--- config.mk ---
export PLATFORM = sky130hd
export DESIGN_NAME = dmem_if
export DESIGN_NICKNAME = d
export VERILOG_FILES = /design/src/rtl/dmem_if.sv
export SDC_FILE = /design/constraint.sdc
export NUM_CORES = 1
export LEC_CHECK = 0
export BUFFER_PORTS_ARGS = -buffer_cell sky130_fd_sc_hd__buf_2
export CAP_MARGIN = 10
export CORE_UTILIZATION = 54
export CTS_CLUSTER_DIAMETER = 60
export DETAILED_ROUTE_END_ITERATION = 6
export MAX_ROUTING_LAYER = met4
export PLACE_DENSITY_LB_ADDON = 0.15
export RECOVER_POWER = 100
export SYNTH_ARGS = -nofsm -noshare
export SYNTH_HDL_FRONTEND = slang
export SYNTH_SLANG_ARGS = --single-unit
--- constraint.sdc ---
create_clock -name clk -period 6.16 [get_ports clk]
set_input_delay 1.232 -clock clk [delete_from_list [all_inputs] [get_ports clk]]
set_output_delay 1.232 -clock clk [all_outputs]
set_load 0.05 [all_outputs]
--- src/rtl/dmem_if.sv ---
// MEM-stage data-memory bus interface: lane-shifts mmu requests onto a gnt/rvalid
// handshaked bus, stalls the pipeline until completion and extends load data.
module dmem_if #(
  parameter int TIMEOUT = 16
) (
  input  logic        clk,
  input  logic        rst,
  input  logic        req_valid,
  input  logic [4:0]  mem_op,
  input  logic [31:0] addrin,
  input  logic [31:0] datain,
  input  logic [3:0]  wen,
  output logic        dm_req,
  output logic [31:0] dm_addr,
  output logic        dm_we,
  output logic [3:0]  dm_wen,
  output logic [31:0] dm_wdata,
  input  logic        dm_gnt,
  input  logic        dm_rvalid,
  input  logic [31:0] dm_rdata,
  output logic        stall,
  output logic        done,
  output logic        ld_valid,
  output logic [31:0] ld_data,
  output logic        err
);
  localparam logic [1:0] MEM_READ  = 2'b01;
  localparam logic [1:0] MEM_WRITE = 2'b10;
  localparam logic [1:0] MEM_BYTE  = 2'b00;
  localparam logic [1:0] MEM_HALF  = 2'b01;
  localparam logic [1:0] MEM_WORD  = 2'b10;

  localparam logic [1:0] IDLE = 2'd0;
  localparam logic [1:0] REQ  = 2'd1;
  localparam logic [1:0] WAIT = 2'd2;
  localparam logic [1:0] DONE = 2'd3;

  localparam int CW = $clog2(TIMEOUT + 1);
  // The abort fires on the cycle whose increment would bring the count to TIMEOUT-1.
  localparam logic [CW-1:0] CNT_LAST = CW'(TIMEOUT - 2);

  logic [1:0]    state;
  logic [4:0]    op_q;
  logic [31:0]   addr_q;
  logic [31:0]   data_q;
  logic [3:0]    wen_q;
  logic          mis_q;
  logic          tout_q;
  logic [CW-1:0] cnt;
  logic [31:0]   ld_q;

  logic          is_rd_in;
  logic          is_wr_in;
  logic          access;
  logic          misaligned;
  logic          expired;
  logic          rd_q;
  logic          wr_q;
  logic [31:0]   rd_shift;
  logic [31:0]   ld_ext;

  assign is_rd_in   = mem_op[4:3] == MEM_READ;
  assign is_wr_in   = mem_op[4:3] == MEM_WRITE;
  assign access     = req_valid && (is_rd_in || is_wr_in);
  assign misaligned = ((mem_op[1:0] == MEM_HALF) && addrin[0]) ||
                      ((mem_op[1:0] == MEM_WORD) && (addrin[1:0] != 2'b00));
  assign rd_q       = op_q[4:3] == MEM_READ;
  assign wr_q       = op_q[4:3] == MEM_WRITE;
  assign expired    = cnt == CNT_LAST;
  assign rd_shift   = dm_rdata >> {addr_q[1:0], 3'b000};

  always_comb begin
    ld_ext = rd_shift;
    case (op_q[1:0])
      MEM_BYTE: ld_ext = op_q[2] ? {24'd0, rd_shift[7:0]}
                                 : {{24{rd_shift[7]}}, rd_shift[7:0]};
      MEM_HALF: ld_ext = op_q[2] ? {16'd0, rd_shift[15:0]}
                                 : {{16{rd_shift[15]}}, rd_shift[15:0]};
      default:  ld_ext = rd_shift;
    endcase
  end

  always_ff @(posedge clk or negedge rst) begin
    if (!rst) begin
      state  <= IDLE;
      op_q   <= '0;
      addr_q <= '0;
      data_q <= '0;
      wen_q  <= '0;
      mis_q  <= 1'b0;
      tout_q <= 1'b0;
      cnt    <= '0;
      ld_q   <= '0;
    end else begin
      case (state)
        IDLE: begin
          if (access) begin
            op_q   <= mem_op;
            addr_q <= addrin;
            data_q <= datain;
            wen_q  <= wen;
            mis_q  <= misaligned;
            tout_q <= 1'b0;
            cnt    <= '0;
            state  <= misaligned ? DONE : REQ;
          end
        end
        REQ: begin
          cnt <= cnt + 1'b1;
          if (dm_gnt) begin
            state <= wr_q ? DONE : WAIT;
          end else if (expired) begin
            tout_q <= 1'b1;
            ld_q   <= '0;
            state  <= DONE;
          end
        end
        WAIT: begin
          cnt <= cnt + 1'b1;
          if (dm_rvalid) begin
            ld_q  <= ld_ext;
            state <= DONE;
          end else if (expired) begin
            tout_q <= 1'b1;
            ld_q   <= '0;
            state  <= DONE;
          end
        end
        DONE: begin
          // Inputs still describe the completing instruction, so never re-accept here.
          state <= IDLE;
        end
        default: state <= IDLE;
      endcase
    end
  end

  assign dm_req   = state == REQ;
  assign dm_addr  = dm_req ? {addr_q[31:2], 2'b00} : 32'd0;
  assign dm_we    = dm_req && wr_q;
  assign dm_wen   = dm_we ? (wen_q << addr_q[1:0]) : 4'd0;
  assign dm_wdata = dm_we ? (data_q << {addr_q[1:0], 3'b000}) : 32'd0;
  assign stall    = rst && (((state == IDLE) && access) || (state == REQ) || (state == WAIT));
  assign done     = state == DONE;
  assign err      = done && (mis_q || tout_q);
  assign ld_valid = done && rd_q && !err;
  assign ld_data  = ld_q;

endmodule
==> impl_metrics.csv <==
group,metric,value,unit
route,vias,5579,
place,numPortBuffers,213,
power,ir_worst_vdd,0.0003885,V
worst_hold_path,worstHoldPathType,"register to register",
worst_setup_path,reg2reg_depth,5,
synth,ys_seq_elements,114,
power,power.density,567.9,nW/um^2
cells_and_area,layout.nets,979,
place,dp_hpwl,11070,um
worst_hold_path,min_from,"addr_q[18]",
sta,max_freq,205.7,MHz
flow_run,max_cap_violations,2,
worst_setup_path,critical_path.endpoint_type,"output pin",
worst_setup_path,setup.reg_to_reg.worst_slack,2.19,ns
clocking,cts_repair_resize_count,0,
global_route,grt_max_degree,81,
clocking,clock_insertion_delay_worst_skew,0.52,ns
global_route,first_global_vias,5346,
synth,synth_top_cell_by_area,"dfrtp_1",
global_route,grt_util_all_layers,30.00,%
global_route,grt_pass1_wl,25960,um
global_route,antenna_found_initial,2,
route,drt_wl_total,16320,um
sta,setup_ws,1.299,ns
synth,synthDominantCellAreaShare,47.27,%
global_route,globalRoute.totalOverflow,0,
synth,syn_area,6035,um^2
sta,number_of_pins_with_negative_max_slew_slack_in_the_final_report,136,
clocking,cts.htree.levels,4,
cells_and_area,drive_gt1_share,19.22,%
status,violations,"capacitance limit, slew limit",
cells_and_area,layout-area-overhead-vs-synth,23.99,%
place,place.gp.congestion,0.8934,
die,floorplan_die_height,107.7,um
die,start_util,55.67,%
worst_setup_path,setup.worst_path.end,"dm_wdata[7]",
clocking,tritoncts_clock_tree,"yes",
sta,fin_crit_sh,78.91,%
synth,yosys_warnings,0,
synth,yosys-top-cells-area,"dfrtp_1 47%, nand2_1 13%, mux2i_1 5.8%, and2_1 4.3%, nor2_1 2.6%",
route,drtIter0Drc,399,
worst_setup_path,critPathArrivalTime,3.63,ns
clocking,numClockSinks,114,
route,avgViaCountPerCell,5.491,
sta,grt_setup_unrepaired,"no",
worst_setup_path,reg2reg_from,"state[1]",
worst_setup_path,reg2reg_capture_point,"op_q[1]",
clocking,cts_hold_buffers,0,
route,dr_pass1_iterations,7,
synth,synth_sequential_area_ratio,47.27,%
worst_setup_path,worstSetupPathType,"register to output pin",
sta,timing.max_slew.rel_slack,-124.1,%
clocking,post_cts.repair.setup_buffers,0,
clocking,cts_buffer_depth,2,
sta,final_hold_viol_count,0,
sta,finalHoldWorstSlack,0.4640,ns
sta,worst-slew-pin-transition,3.362,ns
sta,clock-skew-final,0.004548,ns
synth,syn-instance-count,668,
sta,final.setup.tns,0,ns
cells_and_area,layout_common_cells,"214 x nand2_1, 112 x dfrtp_1, 111 x clkbuf_1",
die,floorplan.rows,38,
die,core_area,10840,um^2
die,die-width,107.7,um
sta,post-route-min-period,4.861,ns
route,routed_wire_length_per_instance,16.06,um
status,status,"finished with violations",
worst_setup_path,cp-start-kind,"register",
cells_and_area,fillers,976,
sta,setup-violations-final,0,
worst_setup_path,worst_ep_required_time,4.93,ns
cells_and_area,commonest_non_fill_non_tap_cell_in_the_layout,"nand2_1",
synth,synth.avg_cell_area,9.034,um^2
power,leakagePower,3.739,nW
synth,ys_types,52,
clocking,cts-buffers-inserted,17,
worst_setup_path,timing_startpoint_of_the_critical_path,"state[1]",
die,pin_count,216,
die,die_area,11600,um^2
place,place_ws,2.340,ns
worst_setup_path,path_max_fanout,19,
route,antenna_nets_post_route,0,
cells_and_area,finish.utilization,69.02,%
route,drc,0,
clocking,clk_root_buffer_cell,"clkbuf_8",
clocking,clkTransAtPathRegs,0.06,ns
synthesized netlist by cell type, drive strengths merged:
| cell type | instances |
|---|---|
| a211o | 16 |
| a211oi | 19 |
| a21bo | 1 |
| a21boi | 1 |
| a21o | 2 |
| a21oi | 20 |
| a221o | 11 |
| a22o | 1 |
| a2bb2oi | 1 |
| a31oi | 2 |
| a32o | 7 |
| and2 | 42 |
| and3 | 3 |
| and4b | 1 |
| buf | 30 |
| clkbuf | 16 |
| conb | 1 |
| dfrtp | 114 |
| ha | 7 |
| inv | 5 |
| mux2 | 6 |
| mux2i | 35 |
| mux4 | 2 |
| nand2 | 214 |
| nand2b | 1 |
| nand3 | 3 |
| nand3b | 10 |
| nand4b | 1 |
| nor2 | 41 |
| nor2b | 18 |
| nor3 | 7 |
| nor3b | 2 |
| o2111a | 1 |
| o211ai | 1 |
| o21a | 1 |
| o21ai | 11 |
| o21bai | 1 |
| o221ai | 1 |
| o2bb2ai | 8 |
| o31a | 1 |
| o31ai | 1 |
| or2 | 1 |
| xor2 | 1 |
cells by family after synthesis:
group	count (synthesis)	share of synthesized area, %
AOI/OAI and AO/OA	107	13.81
xor gates and xnor gates	1	0.1452
adders and majority gates	7	1.451
buffers and inverters	51	4.023
DFF	114	47.27
muxes	43	7.734
other	1	0.06214
and+or+nand+nor	344	25.50
power by group:
part | switching [mW] | leakage [nW] | total (mW) | internal (mW)
logic | 1.41 | 2.06 | 2.04 | 0.631
clock network | 0.325 | 0.255 | 0.856 | 0.531
registers | 0.265 | 1.43 | 1.35 | 1.09
total | 2.00 | 3.74 | 4.25 | 2.25
registers in the layout (all words and copies together), names as in the netlist:
register,cells
cnt,5
wen_q,4
state,2
op_q,5
addr_q,32
mis_q,1
ld_data,32
tout_q,1
data_q,32
layer usage:
layer / GRT usage [%] / vias up / routed length (um)
li1: - / 2646 / -
met1: 38.61 / 2717 / 7156
met2: 46.70 / 188 / 7926
met3: 5.811 / 28 / 921
met4: 12.13 / 0 / 312
met5: - / - / 0
layout make-up:
cell class	instances	area (um^2)	area share, %
diodes	2	5.005	0.06689
clock buffers	26	488.0	6.522
clock inverters	5	27.53	0.3679
inverters	5	18.77	0.2508
multi-input cells	504	2934	39.21
flip-flops and latches	114	2855	38.16
well taps	140	175.2	2.341
repair buffers	220	978.4	13.08
worst max-delay path, cell delays in order (launching register included):
cell      delay (ns)
dfrtp_1         0.41
inv_1           0.13
ha_1            0.19
nand3b_1        0.53
inv_1           0.29
nand2b_1        0.30
nor2_1          0.56
and2_1          0.21
clkbuf_1        0.47
through the flow:
step / power, mW / cells / area (um^2)
floorplan: 2.955 / 669 / 6038
global placement: 3.365 / 983 / 7119
detailed placement: 3.434 / 983 / 7119
CTS: 4.305 / 1014 / 7635
global route: 4.517 / 1016 / 7482
finish: 4.249 / 1016 / 7482
how the worst min path moves through the flow:
stage	to	slack (ns)	cells after the start
after floorplan	data_q[24]	0.44	2
after global placement	addr_q[9]	0.45	2
after detailed placement	addr_q[5]	0.45	2
after CTS	addr_q[13]	0.47	2
after global routing	addr_q[13]	0.49	2
final	addr_q[18]	0.46	2
Power figures use the tool's default switching activity.
